**src/rtl/apb_mem_bank_pkg.sv**
```systemverilog
// mem_pkg: shared definitions for the apb_mem_bank slice.
//   BYTE        - bits per byte lane
//   state_e     - transfer FSM states (IDLE, WAIT, READY)
//   clog2()     - ceiling log2 helper for widths derived from parameters
//   strb_w()    - number of byte lanes for a given data width
package mem_pkg;

    localparam int BYTE = 8;

    typedef enum logic [1:0] {
        IDLE  = 2'd0,
        WAIT  = 2'd1,
        READY = 2'd2
    } state_e;

    function automatic int clog2(input int n);
        int r;
        int v;
        r = 0;
        v = n - 1;
        while (v > 0) begin
            r++;
            v = v >> 1;
        end
        return r;
    endfunction

    function automatic int strb_w(input int data_width);
        return data_width / BYTE;
    endfunction

endpackage

```
**src/rtl/apb_mem_bank_if.sv**
```systemverilog
// apb_mem_bank_if: APB signal bundle between a bus master and the memory bank.
//   psel_i, penable_i, pwrite_i       - transfer control (master -> slave)
//   pstrb_i, paddr_i, pwdata_i        - byte strobes, byte address, write data
//   prdata_o, pready_o, pslverr_o     - read data, completion, error (slave -> master)
// Signal suffixes are named from the slave's point of view.
interface apb_mem_bank_if #(
    parameter int DATA_WIDTH = 32,
    parameter int ADDR_WIDTH = 32
);
    localparam int STRB_W = mem_pkg::strb_w(DATA_WIDTH);

    logic                  psel_i;
    logic                  penable_i;
    logic                  pwrite_i;
    logic [STRB_W-1:0]     pstrb_i;
    logic [ADDR_WIDTH-1:0] paddr_i;
    logic [DATA_WIDTH-1:0] pwdata_i;
    logic [DATA_WIDTH-1:0] prdata_o;
    logic                  pready_o;
    logic                  pslverr_o;

    modport slave (
        input  psel_i, penable_i, pwrite_i, pstrb_i, paddr_i, pwdata_i,
        output prdata_o, pready_o, pslverr_o
    );

    modport master (
        output psel_i, penable_i, pwrite_i, pstrb_i, paddr_i, pwdata_i,
        input  prdata_o, pready_o, pslverr_o
    );

endinterface

```
**src/rtl/apb_mem_bank_array.sv**
```systemverilog
// mem_array: word storage for apb_mem_bank.
//   clk_i, rst_i         - clock, async active-high reset (read register only)
//   wr_en_i, wr_idx_i    - write enable and word index
//   wr_strb_i, wr_data_i - byte-lane enables and write data
//   rd_en_i, rd_idx_i    - read enable and word index
//   rd_data_o            - registered read data; zero on any edge without rd_en_i
// The storage itself is not reset. The read register doubles as the bus read
// data output, so it is cleared whenever no read is being presented.
module mem_array
    import mem_pkg::*;
#(
    parameter int DATA_WIDTH = 32,
    parameter int DEPTH      = 64,
    localparam int STRB_W    = strb_w(DATA_WIDTH),
    localparam int IDX_W     = (DEPTH > 1) ? clog2(DEPTH) : 1
) (
    input  logic                  clk_i,
    input  logic                  rst_i,
    input  logic                  wr_en_i,
    input  logic [IDX_W-1:0]      wr_idx_i,
    input  logic [STRB_W-1:0]     wr_strb_i,
    input  logic [DATA_WIDTH-1:0] wr_data_i,
    input  logic                  rd_en_i,
    input  logic [IDX_W-1:0]      rd_idx_i,
    output logic [DATA_WIDTH-1:0] rd_data_o
);

    logic [DATA_WIDTH-1:0] mem [DEPTH];
    logic [DATA_WIDTH-1:0] rd_data_d;
    logic [DATA_WIDTH-1:0] rd_data_q;

    always_ff @(posedge clk_i) begin
        for (int b = 0; b < STRB_W; b++) begin
            if (wr_en_i && wr_strb_i[b]) begin
                mem[wr_idx_i][b*BYTE +: BYTE] <= wr_data_i[b*BYTE +: BYTE];
            end
        end
    end

    always_comb begin
        rd_data_d = '0;
        if (rd_en_i) begin
            rd_data_d = mem[rd_idx_i];
        end
    end

    always_ff @(posedge clk_i or posedge rst_i) begin
        if (rst_i) begin
            rd_data_q <= '0;
        end else begin
            rd_data_q <= rd_data_d;
        end
    end

    assign rd_data_o = rd_data_q;

endmodule

```
**src/rtl/apb_mem_bank.sv**
```systemverilog
// apb_mem_bank: APB slave word memory with wait states, byte strobes,
// registered read data and error responses.
//   clk_i - clock, rising edge
//   rst_i - asynchronous active-high reset
//   bus   - apb_mem_bank_if slave modport (psel/penable/pwrite/pstrb/paddr/
//           pwdata in; prdata/pready/pslverr out)
// Outputs are all flop-driven: pready/pslverr here, prdata from the
// storage read register.
//
// state | meaning
// IDLE  | waiting for a setup phase; latches the request when it arrives
// WAIT  | counting down programmed wait states; psel low aborts
// READY | one-cycle completion; a good write commits at the closing edge
module apb_mem_bank
    import mem_pkg::*;
#(
    parameter int DATA_WIDTH  = 32,
    parameter int ADDR_WIDTH  = 32,
    parameter int DEPTH       = 64,
    parameter int WAIT_STATES = 0
) (
    input  logic            clk_i,
    input  logic            rst_i,
    apb_mem_bank_if.slave   bus
);

    localparam int STRB_W = strb_w(DATA_WIDTH);
    localparam int OFF    = clog2(STRB_W);
    localparam int IDX_W  = (DEPTH > 1) ? clog2(DEPTH) : 1;

    localparam logic [ADDR_WIDTH-1:0] ALIGN_MASK = ADDR_WIDTH'(STRB_W - 1);
    localparam logic [ADDR_WIDTH-1:0] DEPTH_A    = ADDR_WIDTH'(DEPTH);
    localparam logic [3:0]            WS         = 4'(WAIT_STATES);

    state_e                state_q, state_d;
    logic [3:0]            cnt_q, cnt_d;
    logic [IDX_W-1:0]      idx_q, idx_d;
    logic                  write_q, write_d;
    logic [STRB_W-1:0]     strb_q, strb_d;
    logic [DATA_WIDTH-1:0] wdata_q, wdata_d;
    logic                  err_q, err_d;
    logic                  pready_q, pready_d;
    logic                  pslverr_q, pslverr_d;

    logic [ADDR_WIDTH-1:0] idx_full;
    logic [IDX_W-1:0]      idx_now;
    logic                  err_now;
    logic                  setup;
    logic                  rd_en;
    logic [IDX_W-1:0]      rd_idx;
    logic                  wr_en;

    // Full-width index so that high address bits count toward out-of-range.
    assign idx_full = bus.paddr_i >> OFF;
    assign idx_now  = idx_full[IDX_W-1:0];
    assign err_now  = (|(bus.paddr_i & ALIGN_MASK)) || (idx_full >= DEPTH_A);
    assign setup    = bus.psel_i && !bus.penable_i;

    always_comb begin
        state_d   = state_q;
        cnt_d     = cnt_q;
        idx_d     = idx_q;
        write_d   = write_q;
        strb_d    = strb_q;
        wdata_d   = wdata_q;
        err_d     = err_q;
        pready_d  = 1'b0;
        pslverr_d = 1'b0;
        rd_en     = 1'b0;
        rd_idx    = idx_q;
        wr_en     = 1'b0;

        case (state_q)
            IDLE: begin
                // With no wait states the read must be issued from the live
                // address on the setup edge so data lands as READY begins.
                rd_idx = idx_now;
                if (setup) begin
                    idx_d   = idx_now;
                    write_d = bus.pwrite_i;
                    strb_d  = bus.pstrb_i;
                    wdata_d = bus.pwdata_i;
                    err_d   = err_now;
                    cnt_d   = WS;
                    if (WAIT_STATES == 0) begin
                        state_d   = READY;
                        pready_d  = 1'b1;
                        pslverr_d = err_now;
                        rd_en     = !bus.pwrite_i && !err_now;
                    end else begin
                        state_d = WAIT;
                    end
                end
            end
            WAIT: begin
                if (!bus.psel_i) begin
                    state_d = IDLE;
                end else if (cnt_q == 4'd1) begin
                    state_d   = READY;
                    pready_d  = 1'b1;
                    pslverr_d = err_q;
                    rd_en     = !write_q && !err_q;
                end else begin
                    cnt_d = cnt_q - 4'd1;
                end
            end
            READY: begin
                state_d = IDLE;
                wr_en   = write_q && !err_q;
            end
            default: begin
                state_d = IDLE;
            end
        endcase
    end

    always_ff @(posedge clk_i or posedge rst_i) begin
        if (rst_i) begin
            state_q   <= IDLE;
            cnt_q     <= '0;
            idx_q     <= '0;
            write_q   <= 1'b0;
            strb_q    <= '0;
            wdata_q   <= '0;
            err_q     <= 1'b0;
            pready_q  <= 1'b0;
            pslverr_q <= 1'b0;
        end else begin
            state_q   <= state_d;
            cnt_q     <= cnt_d;
            idx_q     <= idx_d;
            write_q   <= write_d;
            strb_q    <= strb_d;
            wdata_q   <= wdata_d;
            err_q     <= err_d;
            pready_q  <= pready_d;
            pslverr_q <= pslverr_d;
        end
    end

    mem_array #(
        .DATA_WIDTH (DATA_WIDTH),
        .DEPTH      (DEPTH)
    ) u_mem (
        .clk_i     (clk_i),
        .rst_i     (rst_i),
        .wr_en_i   (wr_en),
        .wr_idx_i  (idx_q),
        .wr_strb_i (strb_q),
        .wr_data_i (wdata_q),
        .rd_en_i   (rd_en),
        .rd_idx_i  (rd_idx),
        .rd_data_o (bus.prdata_o)
    );

    assign bus.pready_o  = pready_q;
    assign bus.pslverr_o = pslverr_q;

endmodule

```
**src/flat_wrapper.sv**
```systemverilog
// flat-port wrapper written by rule: the top's interface ports become plain ports
module apb_mem_bank_flat import mem_pkg::*;
#(
    parameter int DATA_WIDTH  = 32,
    parameter int ADDR_WIDTH  = 32,
    parameter int DEPTH       = 64,
    parameter int WAIT_STATES = 0
)
  (clk_i, rst_i, bus_psel_i, bus_penable_i, bus_pwrite_i, bus_pstrb_i, bus_paddr_i, bus_pwdata_i, bus_prdata_o, bus_pready_o, bus_pslverr_o);
  apb_mem_bank_if #(.DATA_WIDTH(DATA_WIDTH), .ADDR_WIDTH(ADDR_WIDTH)) bus_i ();
  input  logic clk_i;
  input  logic rst_i;
  input wire logic [$bits(bus_i.psel_i)-1:0] bus_psel_i;
  input wire logic [$bits(bus_i.penable_i)-1:0] bus_penable_i;
  input wire logic [$bits(bus_i.pwrite_i)-1:0] bus_pwrite_i;
  input wire logic [$bits(bus_i.pstrb_i)-1:0] bus_pstrb_i;
  input wire logic [$bits(bus_i.paddr_i)-1:0] bus_paddr_i;
  input wire logic [$bits(bus_i.pwdata_i)-1:0] bus_pwdata_i;
  output wire logic [$bits(bus_i.prdata_o)-1:0] bus_prdata_o;
  output wire logic [$bits(bus_i.pready_o)-1:0] bus_pready_o;
  output wire logic [$bits(bus_i.pslverr_o)-1:0] bus_pslverr_o;
  assign bus_i.psel_i = bus_psel_i;
  assign bus_i.penable_i = bus_penable_i;
  assign bus_i.pwrite_i = bus_pwrite_i;
  assign bus_i.pstrb_i = bus_pstrb_i;
  assign bus_i.paddr_i = bus_paddr_i;
  assign bus_i.pwdata_i = bus_pwdata_i;
  assign bus_prdata_o = bus_i.prdata_o;
  assign bus_pready_o = bus_i.pready_o;
  assign bus_pslverr_o = bus_i.pslverr_o;
  apb_mem_bank #(.DATA_WIDTH(DATA_WIDTH), .ADDR_WIDTH(ADDR_WIDTH), .DEPTH(DEPTH), .WAIT_STATES(WAIT_STATES)) u_core (.clk_i(clk_i), .rst_i(rst_i), .bus(bus_i));
endmodule
```
**config.mk**
```make
export PLATFORM = sky130hd
export DESIGN_NAME = apb_mem_bank_flat
export DESIGN_NICKNAME = d
export VERILOG_FILES = /design/src/rtl/apb_mem_bank_pkg.sv /design/src/rtl/apb_mem_bank_if.sv /design/src/rtl/apb_mem_bank_array.sv /design/src/rtl/apb_mem_bank.sv /design/src/flat_wrapper.sv
export SDC_FILE = /design/constraint.sdc
export NUM_CORES = 2
export LEC_CHECK = 0
export BUFFER_PORTS_ARGS = -buffer_cell sky130_fd_sc_hd__buf_2
export CORE_MARGIN = 2
export CORE_UTILIZATION = 50
export DETAILED_ROUTE_END_ITERATION = 12
export PLACE_DENSITY_LB_ADDON = 0.25
export SLEW_MARGIN = 40
export SYNTH_ARGS = -nofsm -noshare
export SYNTH_HDL_FRONTEND = slang
export SYNTH_SLANG_ARGS = --single-unit
export TNS_END_PERCENT = 5
```
**constraint.sdc**
```tcl
create_clock -name clk_i -period 2.7 [get_ports clk_i]
set_input_delay 0.135 -clock clk_i [delete_from_list [all_inputs] [get_ports clk_i]]
set_output_delay 0.135 -clock clk_i [all_outputs]
set_load 0.02 [all_outputs]
```
# Word level (Yosys, flattened, before mapping)
# Memory sizes are Yosys's and may differ from the RTL's.
# Index checks and enable logic that the tools add are counted.
[word_totals]
mem_bits_rw = 2048
word_cells = 71
in_bits = 73
memories = 1
register_bits = 84
[op_classes]
eq_ne = 7
n_mux = 31
n_addsub = 1
order_cmp = 1
n_reduce_logical = 20
[memory_table]
columns = ["name", "depth", "width", "rd", "rd_clocked_by_memory_dff", "wr", "line_no", "text"]
rows = [
  ["u_core.u_mem.mem", 64, 32, 1, 0, 1, "apb_mem_bank_array.sv:28", "logic [DATA_WIDTH-1:0] mem [DEPTH];"],
]
[op_table]
columns = ["op", "count"]
rows = [
  ["2-to-1 mux 32 bit", 1],
  ["greater-or-equal comparator 30 x 7 -> 1 bit, second input constant", 1],
  ["2-to-1 mux 1 bit", 18],
  ["2-to-1 mux 4 bit", 3],
  ["logical AND 1 bit", 8],
  ["case mux 4 bit (2 select lines)", 1],
  ["2-to-1 mux 2 bit", 3],
  ["2-to-1 mux 6 bit", 1],
  ["case mux 1 bit (2 select lines)", 3],
  ["zero test 1 bit", 5],
  ["== test 4 x 1 -> 1 bit, second input constant", 1],
  ["inequality test 2 bit, second input constant", 2],
  ["case mux 2 bit (2 select lines)", 1],
  ["AND reduction 2 bit", 2],
  ["AND reduction 4 bit", 1],
  ["subtractor 4 x 1 -> 4 bit, second input constant", 1],
  ["inequality test 3 x 2 -> 1 bit, second input constant", 1],
  ["== test 2 x 1 -> 1 bit, second input constant", 1],
  ["== test 2 bit, second input constant", 1],
  ["zero test 2 bit", 1],
  ["inequality test 2 x 1 -> 1 bit, second input constant", 1],
  ["nonzero test 2 bit", 1],
  ["OR reduction 2 bit", 1],
  ["logical OR 1 bit", 1],
]

# Longest topological paths before layout
[logic_depth]
depth_word = 7
ltp_mapped = 13
ltp_nobuf = 7

# By module
# A second synthesis with hierarchy kept.
[hier_totals]
cells_unflattened = 3779
area_unflattened_um2 = 82324.0
[by_module_without_submodules]
columns = ["module", "cells_per_inst", "seq_area_each_um2", "instances", "area_per_inst_um2"]
rows = [
  ["mem_array", 3657, 62299.8, 1, 80404.6],
  ["apb_mem_bank", 122, 1176.1, 1, 1919.3],
]

# Least setup slack after synthesis
# No wires, ideal clock.
[synth_path]
kind = "register -> register"
from = "reg u_core.state_q[1]"
to = "mem u_core.u_mem.mem[10][0], enable pin"
n_path_buf = 6
setup_slack_ns = 0.219
synth_period_minus_slack_ns = 2.481
path_stages_with_launch = 10
t_arrival_ns = 2.110
setup_ns = 0.370
cell_sequence = "dfrtp_1 -> buf_6 -> buf_6 -> buf_2 -> buf_2 -> and3b_1 -> clkbuf_1 -> nand2_1 -> clkbuf_1 -> nor2_1"
[synth_via]
elab_chain_len = 5
[synth_rtl]
columns = ["item", "line_no", "text"]
rows = [
  ["start, declared", "apb_mem_bank.sv:35", "state_e state_q, state_d;"],
  ["start signal, assigned", "apb_mem_bank.sv:129", "state_q <= state_d;"],
  ["== test 2 bit", "apb_mem_bank.sv:73", "case (state_q)"],
  ["2-to-1 mux 1 bit", "apb_mem_bank.sv:73", ""],
  ["logical AND 1 bit", "apb_mem_bank_array.sv:34", "if (wr_en_i && wr_strb_i[b]) begin"],
  ["2-to-1 mux 1 bit", "apb_mem_bank_array.sv:34", ""],
  ["2-to-1 mux 1 bit (not written as such)", "apb_mem_bank_array.sv:35", "mem[wr_idx_i][b*BYTE +: BYTE] <= wr_data_i[b*BYTE +: BYTE];"],
  ["end, declared", "apb_mem_bank_array.sv:28", ""],
]
# No other way between the ends.

# Final worst setup path
[layout_path]
from = "reg u_core.state_q[1]"
to = "reg u_core.u_mem.rd_data_q[16], in the netlist u_core.u_mem.rd_data_o[16]"
[layout_via]
elab_chain_len = 4
elab_cells_between_ends = 6
[layout_rtl]
columns = ["item", "line_no", "text"]
rows = [
  ["zero test 2 bit", "apb_mem_bank.sv:73", ""],
  ["2-to-1 mux 6 bit", "apb_mem_bank.sv:73", ""],
  ["memory (64 x 32 bit)", "-", ""],
  ["2-to-1 mux 32 bit *", "apb_mem_bank_array.sv:42", "if (rd_en_i) begin"],
  ["named net u_core.u_mem.rd_data_d[16]", "apb_mem_bank_array.sv:29", "logic [DATA_WIDTH-1:0] rd_data_d;"],
  ["end signal, assigned", "apb_mem_bank_array.sv:51", "rd_data_q <= rd_data_d;"],
  ["end, declared", "apb_mem_bank_array.sv:30", "logic [DATA_WIDTH-1:0] rd_data_q;"],
]
# Mark *: on every way through the listed nets, which the timed path passes. The rest lies on a longest branch.
# A chain may end at the register's enable or synchronous reset.

==> impl_metrics.ini <==
[die]
core_um2 = 171000
rows = 152
die_w_um = 419
die_area_um2 = 175000
io_pins = 107
initial_core_util_pct = 50.2
die_h_um = 419

[synth]
synth_flop_cell = edfxtp_1
syn_nets = 6573
syn_inst = 6500
synth_cell_types = 73
syn_avg_cell_area_um2 = 13.2
netlist_area_um2 = 86000
yosysTopAreaCellShare_pct = 71.5
async_reset_ff_share_pct = 3.71
synth_edf_count = 2048
synth_area_leaders = edfxtp_1 (72%), a21oi_1 (5.9%), nor2_1 (4.5%)
yosys.area.top_type = edfxtp_1
ys_ff_latch = 2127
yosysWarnings = 0
seq_area_frac_synth_pct = 73.8

[global_route]
grt_usage_pct = 33.3
antenna_found_initial = 14
overflow = 0
grt_pass1_wl_mm = 420
grt_pass1_vias = 59700
grt_max_degree = 66

[power_and_ir_drop]
switching_share_pct = 26.2
power_density_nw_per_um2 = 748
p_seq_share_pct = 48.9
clockPowerShare_pct = 37.6
pwr-share-comb_pct = 13.5
vdd_ir_drop_max_v = 0.000687
p_int_mw = 58.0
switchingPower_mw = 20.5
p_leak_nw = 35.9

[routing]
detail_route.vias_per_cell = 6.38
route.detailed.drc = 0
firstDrtPassIters = 6
drt_iter0_markers = 9379
vias = 62500
wl_per_cell_um = 30.4
ant_nets = 0
postRouteWirelength_mm = 298

[timing]
worst_slew_margin_rel_pct = 34.3
drv_slew = 0
final-setup-viol-count = 118
worst_pin_slew_ps = 982
skew_ps = 64.1
fin_ws_ps = -177
fmax_ghz = 0.348
hold_viol = 0
rsz0062_at_grt = yes
fin_setup_tns_ps = -7150
post-route-min-period_ps = 2880
fin_crit_sh_pct = 107

[outcome]
status = finished, violations left
violations = setup timing

[finish]
regArea_um2 = 63500
area_growth_pct = 22.1
fillers = 12800
fin_nets = 7451
drive_gt1_share_pct = 21.7
finalInstanceArea_um2 = 105000
multi_input_area_um2 = 21000
post-route-util_pct = 61.3

[hold_path]
hp-start = bus_paddr_i[21]
hold_path.class = primary input to register

[placement]
numPortBuffers = 106
hpwlAfterDp_mm = 196
placed_area_um2 = 96200
gp_congestion = 0.970

[setup_path]
cp-end-kind = register
startpoint = u_core.state_q[1]
required_ps = 3500
crit_arrival_ps = 3680
setup.worst_path.class = register to register
cp_max_fo = 36
startpoint_type = register
r2r_start = u_core.state_q[1]

[clock_network]
cts.sinks = 2127
clk_latency_ps = 890
cts_made_buffers = 208
clk_pin_slew_worst_paths_ps = 60
cts_tree = yes
max-clock-path-buffers = 3
cts-root-buf = clkbuf_16
htree_num_levels = 4

[job]
maxCapViolCount = 0
## path summary, 6_finish.rpt
path	endpoint	slack, ps	depth (start not counted)
worst max-delay path	u_core.u_mem.rd_data_o[16]	-180	13
worst min-delay path	u_core.u_mem.rd_data_o[30]	50	5
worst max register to register	u_core.u_mem.rd_data_o[16]	-180	13
worst min register to register	u_core.write_q	510	1
max in group asynchronous	u_core.wdata_q[13]	1410	5
min in group asynchronous	u_core.idx_q[3]	500	4
## flip-flops by register name, summed over array words and instances, names as in the netlist
signal,count
u_core.u_mem.mem,2048
u_core.u_mem.rd_data_o,32
u_core.wdata_q,32
u_core.idx_q,6
u_core.strb_q,4
u_core.bus.pready_o,1
u_core.bus.pslverr_o,1
u_core.err_q,1
u_core.state_q,1
u_core.write_q,1
## cell usage after synthesis, types with 6 or more instances
library cell and count:
mux2_2 49, a21boi_0 8, a22o_1 19, buf_1 52
o211ai_1 63, and3b_1 6, a221oi_1 38, inv_1 46
o32a_1 10, o221ai_1 18, buf_2 237, nand3_1 13
clkbuf_1 156, o22ai_1 101, a211oi_1 51, a221o_1 31
o2bb2ai_1 101, edfxtp_1 2048, o21a_1 9, nor2b_1 12
nand2_1 571, o21ai_0 324, a2111oi_0 21, o31ai_1 7
nor3_1 32, nor3b_1 10, a22oi_1 51, buf_4 27
a31oi_1 36, a21oi_1 1008, o32ai_1 60, a41oi_1 17
a32oi_1 58, nor2_1 1028, dfrtp_1 79, nor4b_1 23
## cells by family (layout without fill, tap and decap cells)
family | after synthesis | in the layout | share of synthesized area (%)
multiplexers | 55 | 55 | 0.726
flip-flops | 2127 | 2127 | 73.8
AO/OA/AOI/OAI | 2065 | 2065 | 14.6
AND/OR/NAND/NOR | 1733 | 1733 | 8.06
other | 0 | 11 | 0
buffers and inverters | 520 | 1580 | 2.75
## through the flow
| step | instances | power [mW] | hold slack (ps) | setup slack [ps] |
|---|---|---|---|---|
| 3_5_place_dp | 9311 | 48.9 | 342 | -498 |
| 6_report | 9804 | 78.5 | 55.0 | -177 |
| 5_1_grt | 9794 | 80.4 | 15.9 | -215 |
| 3_3_place_gp | 9311 | 48.8 | 338 | -594 |
| 4_1_cts | 9783 | 78.1 | 4.06 | -172 |
| 2_1_floorplan | 6500 | 43.4 | 205 | 219 |
## critical path, cell delays in order, from the launching register on
cell and delay (ps):
dfrtp_2 420, buf_12 150, buf_4 140, mux2i_4 270, buf_12 250, buf_16 260, buf_4 170, nand2_1 60
o2bb2ai_1 120, a32oi_1 160, o22ai_1 160, o21ai_0 310, buf_4 180, o2bb2ai_1 100
## timing repair
action | in CTS | in global routing
pin swaps | 11 | 7
buffers inserted | 7 | 5
hold buffers | 70 | 0
cloned | 3 | 5
hold endpoints to repair | 126 | 0
resized for setup | 78 | 69
setup endpoints to repair | 73 | 137
## area by class of cell
class	count	share of cell area, %
Sequential cell	2127	60.5
Inverter	46	0.169
Clock inverter	88	0.971
Antenna cell	11	0.0262
Multi-Input combinational cell	3853	20.0
Clock buffer	304	5.69
Timing Repair Buffer	1142	10.0
Tap cell	2233	2.66
## power groups by stage
stage                     Sequential, mW  Clock, mW  Combinational, mW
after floorplan                     39.2          0               4.23
after global placement              39.1          0               9.68
after detailed placement            39.1          0               9.81
after CTS                           38.4       29.6               10.1
after global routing                38.4       30.9               11.0
final                               38.4       29.5               10.6
## routing by layer
metal	global-route usage (%)	up-vias	wire length [µm]
li1	-	26400	-
met1	45.2	31000	111000
met5	0	-	38
met4	17.2	6	17200
met2	50.6	4354	134000
met3	7.60	770	35700
## layout by cell type, fill, tap and decap left out, types with 14 or more instances in the layout
cell type / instances
edfxtp_1: 2048
a21oi_1: 999
nor2_1: 973
buf_4: 805
nand2_1: 556
o21ai_0: 313
clkbuf_16: 215
buf_12: 130
buf_2: 106
o2bb2ai_1: 101
o22ai_1: 94
dlygate4sd3_1: 70
o211ai_1: 63
a32oi_1: 57
clkbuf_1: 57
nor2_2: 52
o32ai_1: 46
mux2_2: 45
inv_1: 45
a22oi_1: 45
dfrtp_1: 45
clkinv_2: 37
clkbuf_8: 37
a31oi_1: 36
a211oi_1: 35
dfrtp_2: 33
a221o_1: 31
nor3_1: 30
a221oi_1: 29
nor4b_1: 21
a22o_1: 19
clkinv_1: 19
o221ai_1: 18
a211oi_2: 15
nand2_2: 15
a41oi_1: 15
o32ai_2: 14
No activity file was read; power rests on OpenSTA's default activity.
